==> src/rtl/fir_pkg.sv <==
// Shared definitions for the generic FIR and its coefficient load path.
// Holds the loader state encoding, the frame header byte and the default geometry.
package fir_pkg;

  localparam int          NTAPS_DEF = 16;
  localparam int          TAP_W_DEF = 16;
  localparam logic [7:0]  HDR_DEF   = 8'hA5;

  typedef enum logic [2:0] {
    IDLE,
    COUNT,
    TAP_HI,
    TAP_LO,
    ZFILL,
    CHECK,
    DONE,
    ERR
  } ld_state_e;

endpackage

==> src/rtl/fir_tap_loader.sv <==
// Framed byte-stream coefficient loader: HDR, N, N taps (MSB first), XOR checksum.
// Writes the FIR shadow bank, zero-fills unused taps and commits only good frames.
module fir_tap_loader
  import fir_pkg::*;
#(
  parameter int         NTAPS  = NTAPS_DEF,
  parameter int         TAP_W  = TAP_W_DEF,
  parameter int         ADDR_W = $clog2(NTAPS),
  parameter logic [7:0] HDR    = HDR_DEF
) (
  input  logic                     Clk,
  input  logic                     reset_n,
  input  logic                     s_valid,
  input  logic [7:0]               s_data,
  output logic                     s_ready,
  output logic                     tap_we,
  output logic [ADDR_W-1:0]        tap_addr,
  output logic signed [TAP_W-1:0]  tap_wdata,
  output logic                     commit,
  output logic                     err,
  output logic                     busy
);

  localparam logic [7:0]        NTAPS_B   = 8'(NTAPS);
  localparam logic [ADDR_W:0]   NTAPS_N   = (ADDR_W + 1)'(NTAPS);
  localparam logic [ADDR_W-1:0] LAST_ADDR = ADDR_W'(NTAPS - 1);

  ld_state_e         state;
  logic [ADDR_W:0]   n_taps;
  logic [ADDR_W-1:0] index;
  logic [7:0]        csum;
  logic [7:0]        tap_hi;

  logic accept;
  logic last_tap;
  logic full_frame;

  assign accept     = s_valid && s_ready;
  assign last_tap   = (({1'b0, index} + 1'b1) == n_taps);
  assign full_frame = (n_taps == NTAPS_N);

  // NOTE: every register here is state, so all updates use non-blocking
  // assignments; the strobes default low each cycle to make them single pulses.
  always_ff @(posedge Clk or negedge reset_n) begin
    if (!reset_n) begin
      state     <= IDLE;
      s_ready   <= 1'b0;
      tap_we    <= 1'b0;
      tap_addr  <= '0;
      tap_wdata <= '0;
      commit    <= 1'b0;
      err       <= 1'b0;
      busy      <= 1'b0;
      n_taps    <= '0;
      index     <= '0;
      csum      <= '0;
      tap_hi    <= '0;
    end else begin
      tap_we <= 1'b0;
      commit <= 1'b0;
      err    <= 1'b0;

      case (state)
        IDLE: begin
          s_ready <= 1'b1;
          if (accept && s_data == HDR) begin
            state <= COUNT;
            busy  <= 1'b1;
            csum  <= '0;
          end
        end

        COUNT: if (accept) begin
          if (s_data == 8'd0 || s_data > NTAPS_B) begin
            state   <= ERR;
            s_ready <= 1'b0;
            err     <= 1'b1;
          end else begin
            n_taps <= s_data[ADDR_W:0];
            index  <= '0;
            state  <= TAP_HI;
          end
        end

        TAP_HI: if (accept) begin
          tap_hi <= s_data;
          csum   <= csum ^ s_data;
          state  <= TAP_LO;
        end

        TAP_LO: if (accept) begin
          csum      <= csum ^ s_data;
          tap_we    <= 1'b1;
          tap_addr  <= index;
          tap_wdata <= TAP_W'({tap_hi, s_data});
          // A full frame leaves index parked on the last address instead of wrapping.
          if (!(last_tap && full_frame))
            index <= index + 1'b1;
          if (!last_tap) begin
            state <= TAP_HI;
          end else if (full_frame) begin
            state <= CHECK;
          end else begin
            state   <= ZFILL;
            s_ready <= 1'b0;
          end
        end

        ZFILL: begin
          tap_we    <= 1'b1;
          tap_addr  <= index;
          tap_wdata <= '0;
          if (index == LAST_ADDR) begin
            state   <= CHECK;
            s_ready <= 1'b1;
          end else begin
            index <= index + 1'b1;
          end
        end

        CHECK: if (accept) begin
          s_ready <= 1'b0;
          if (s_data == csum) begin
            state  <= DONE;
            commit <= 1'b1;
          end else begin
            state <= ERR;
            err   <= 1'b1;
          end
        end

        DONE, ERR: begin
          state   <= IDLE;
          busy    <= 1'b0;
          s_ready <= 1'b1;
        end

        default: begin
          state   <= IDLE;
          busy    <= 1'b0;
          s_ready <= 1'b1;
        end
      endcase
    end
  end

endmodule

==> config.mk <==
export PLATFORM = sky130hd
export DESIGN_NAME = fir_tap_loader
export DESIGN_NICKNAME = d
export VERILOG_FILES = /design/src/rtl/fir_pkg.sv /design/src/rtl/fir_tap_loader.sv
export SDC_FILE = /design/constraint.sdc
export NUM_CORES = 1
export LEC_CHECK = 0
export CORE_MARGIN = 1.5
export CORE_UTILIZATION = 40
export DETAILED_ROUTE_END_ITERATION = 12
export GPL_TIMING_DRIVEN = 0
export PLACE_DENSITY = 0.72
export SETUP_SLACK_MARGIN = 0.5
export SLEW_MARGIN = 10
export SYNTH_ARGS = -nofsm -noshare
export SYNTH_HDL_FRONTEND = slang
export SYNTH_SLANG_ARGS = --single-unit
==> constraint.sdc <==
create_clock -name Clk -period 1.7 [get_ports Clk]
set_input_delay 0.34 -clock Clk [delete_from_list [all_inputs] [get_ports Clk]]
set_output_delay 0.34 -clock Clk [all_outputs]
set_load 0.02 [all_outputs]
==> qor.yml <==
final_layout:
  nNetsFinal: 336
  layout_common_cells: "dfrtp_1, buf_6, buf_4"
  final_core_util_pct: 65.0
  design_area_mm2: 0.00418
  drive_gt1_share_pct: 56.6
  layout_commonest_cell: "dfrtp_1"
  antennaDiodeCount: 0
  synthToLayoutAreaGrowth_pct: 55.6
yosys:
  synth_area_mm2: 0.00268
  yosys_warnings: 0
  netlist_instances: 234
  synthArstFlopShare_pct: 100
  synth-edff-count: 0
  synth.distinct_cells: 52
  syn_nets: 246
  avgSynthCellArea_um2: 11.5
  synth-seq-area-share_pct: 49.4
  synth_ff_type: "dfrtp_1"
  ys_ff_latch: 53
timing:
  worst_slack_ps: -62.0
  period_needed_ps: 1760
  clock_skew_ps: 8.02
  finalSetupViolCount: 1
  tns_ps: -62.0
  hold_violations: 0
  fin_crit_sh_pct: 104
  drv_slew: 0
  rsz0062_at_grt: "true"
  worst_pin_slew_ps: 410
  fmax_mhz: 568
  relSlewSlack_pct: 72.7
floorplan:
  core_mm2: 0.00642
  start_util_pct: 41.8
  rows: 29
  die_w_um: 84.9
  io_pins: 36
  die-area_mm2: 0.00721
  fp.dieH_um: 84.9
setup_path:
  r2r_start: "n_taps[4]$_DFFE_PN0P_"
  worst_path_max_delay_cell: "dfrtp_1"
  crit_family: "simple AND/OR/NAND/NOR gates"
  required_ps: 1900
  path_buf_inv: 0
  r2r-end: "index[0]$_DFFE_PN0P_"
  r2r_cells: 5
  cp-end-kind: "register"
  path_cells: "nor4bb_1 -> and4_1 -> o211a_4 -> nor2_4 -> mux2_4"
  crit_type: "reg -> reg"
  cp_data_arrival_time_ps: 1960
  critPathMaxFanout: 7
  cpPeakStageDelay_ps: 480
  cp-start-kind: "register"
  r2r_setup_slack_ps: -60
clocking:
  cts_buffers: 5
  worstSkewPairLatency_ps: 310
  cts.clk_slew.worst_paths_ps: 110
  cts.sinks: 53
  cts_root_buffer: "clkbuf_8"
  cts_buffer_depth: 2
  h-tree-depth: 2
  cts_tree: "done"
routing:
  viasPerCell: 5.64
  drtIter0Drc: 154
  final_antenna_net_count: 0
  drc_errors: 5
  wl_per_cell_um: 18.5
  routed_wirelength_mm: 7.44
  first_pass_iters: 8
  routed-via-count: 2269
grt:
  grt_pass1_wl_mm: 10.8
  globalRouteOverflowTotal: 0
  grt_pass1_vias: 2129
  grt_use_total_pct: 18.7
  grt_max_degree: 38
  antenna_found_initial: 0
hold_path:
  holdPathEnd: "tap_wdata[2]$_DFFE_PN0P_"
  hold_path_depth: 2
  min_from: "s_data[2]"
  hp-class: "in -> reg"
power_and_ir_drop:
  vdd_ir_drop_max_v: 0.00137
  p_per_area_mw_per_mm2: 1800
  power_leakage_uw: 0.00190
  total_power_uw: 7530
placement:
  gp_congestion: 0.828
  numPortBuffers: 27
  dp_hpwl_mm: 4.01
  dpl_cell_area_mm2: 0.00325
  place_ws_ps: -560
job:
  cap_violations: 0
outcome:
  outcome: "finished with violations"
  violations: "design-rule violations, negative setup slack"
==> kinds of logic after synthesis <==
family                   share of synthesized area, %
AO/OA/AOI/OAI                                    16.9
XOR/XNOR                                         4.24
adder cells (fa/ha/maj)                         0.466
buffers and inverters                            4.71
flip-flops                                       49.4
multiplexers                                     8.06
AND/OR/NAND/NOR                                  16.2
==> state kept, by name (all words and copies together) (netlist names) <==
name / count
tap_wdata: 16
csum: 8
tap_hi: 8
n_taps: 5
index: 4
tap_addr: 4
state: 3
busy: 1
commit: 1
err: 1
s_ready: 1
tap_we: 1
==> worst register-to-register path: stages (launching register included) <==
cell	delay (ps)
dfrtp_1	480
nor4bb_1	350
and4_1	260
o211a_4	230
nor2_4	40
mux2_4	290
==> how the worst max path moves through the flow <==
stage,startpoint,to,cells after the start
after floorplan,s_data[3],index[0]$_DFFE_PN0P_,6
after global placement,reset_n,s_ready$_DFFE_PN0P_,1
after detailed placement,s_valid,tap_hi[6]$_DFFE_PN0P_,6
after CTS,index[1]$_DFFE_PN0P_,index[0]$_DFFE_PN0P_,6
after global routing,n_taps[4]$_DFFE_PN0P_,index[0]$_DFFE_PN0P_,5
final,n_taps[4]$_DFFE_PN0P_,index[0]$_DFFE_PN0P_,5
==> power breakdown <==
group	switching [uW]	total [uW]	leakage [uW]	internal (uW)
clock	475	784	0.0000506	310
sequential	508	2300	0.000670	1790
combinational	1980	4450	0.00118	2460
==> Yosys cell counts, types with 2 or more instances <==
cell,n,area share [%]
buf_6,2,0.84
buf_2,2,0.37
xnor2_1,3,0.98
nor4_4,2,1.6
o21ai_0,21,3.9
o2111ai_1,2,0.65
a21oi_1,9,1.7
nor2_1,14,2.0
a22o_2,2,0.75
buf_4,9,2.5
nand2_1,10,1.4
nor2_2,2,0.47
or2b_1,3,0.84
or4b_1,2,0.75
xor2_1,10,3.3
dfrtp_1,53,49
inv_1,4,0.56
nand3_1,6,1.1
mux2_2,17,7.1
clkbuf_1,3,0.42
nand2b_1,9,2.1
nor4_1,2,0.47
nor3_1,4,0.75
a22o_1,15,4.9
==> stage by stage <==
stage / cells / hold WS [ps]
6_report: 402 / 307
5_1_grt: 402 / 309
4_1_cts: 382 / 302
3_5_place_dp: 339 / 296
3_3_place_gp: 338 / 479
2_1_floorplan: 234 / 44.4
==> timing repair <==
action	CTS	global route
setup buffers	33	18
pin swaps	20	15
hold buffers	1	0
resized for setup	177	54
cloned	1	2
hold endpoints to repair	16	0
endpoints found under the setup margin	78	77
==> area by class of cell <==
cell class / instances / area [um2]
Clock buffer: 5 / 68.8
Timing Repair Buffer: 83 / 845
Clock inverter: 3 / 28.8
Sequential cell: 53 / 1330
Multi-Input combinational cell: 161 / 1590
Inverter: 4 / 15.0
Tap cell: 77 / 96.3
Buffer: 16 / 201
Fill cell: 424 / 2250
==> routing by layer <==
layer / track usage [%] / vias to the layer above / routed length, um
li1: - / 1026 / -
met1: 27.2 / 1179 / 3330
met2: 30.1 / 62 / 3790
met3: 2.14 / 2 / 270
met4: 4.47 / 0 / 42
met5: 0 / - / 0
Note: power is estimated with default switching activity, not from simulation.
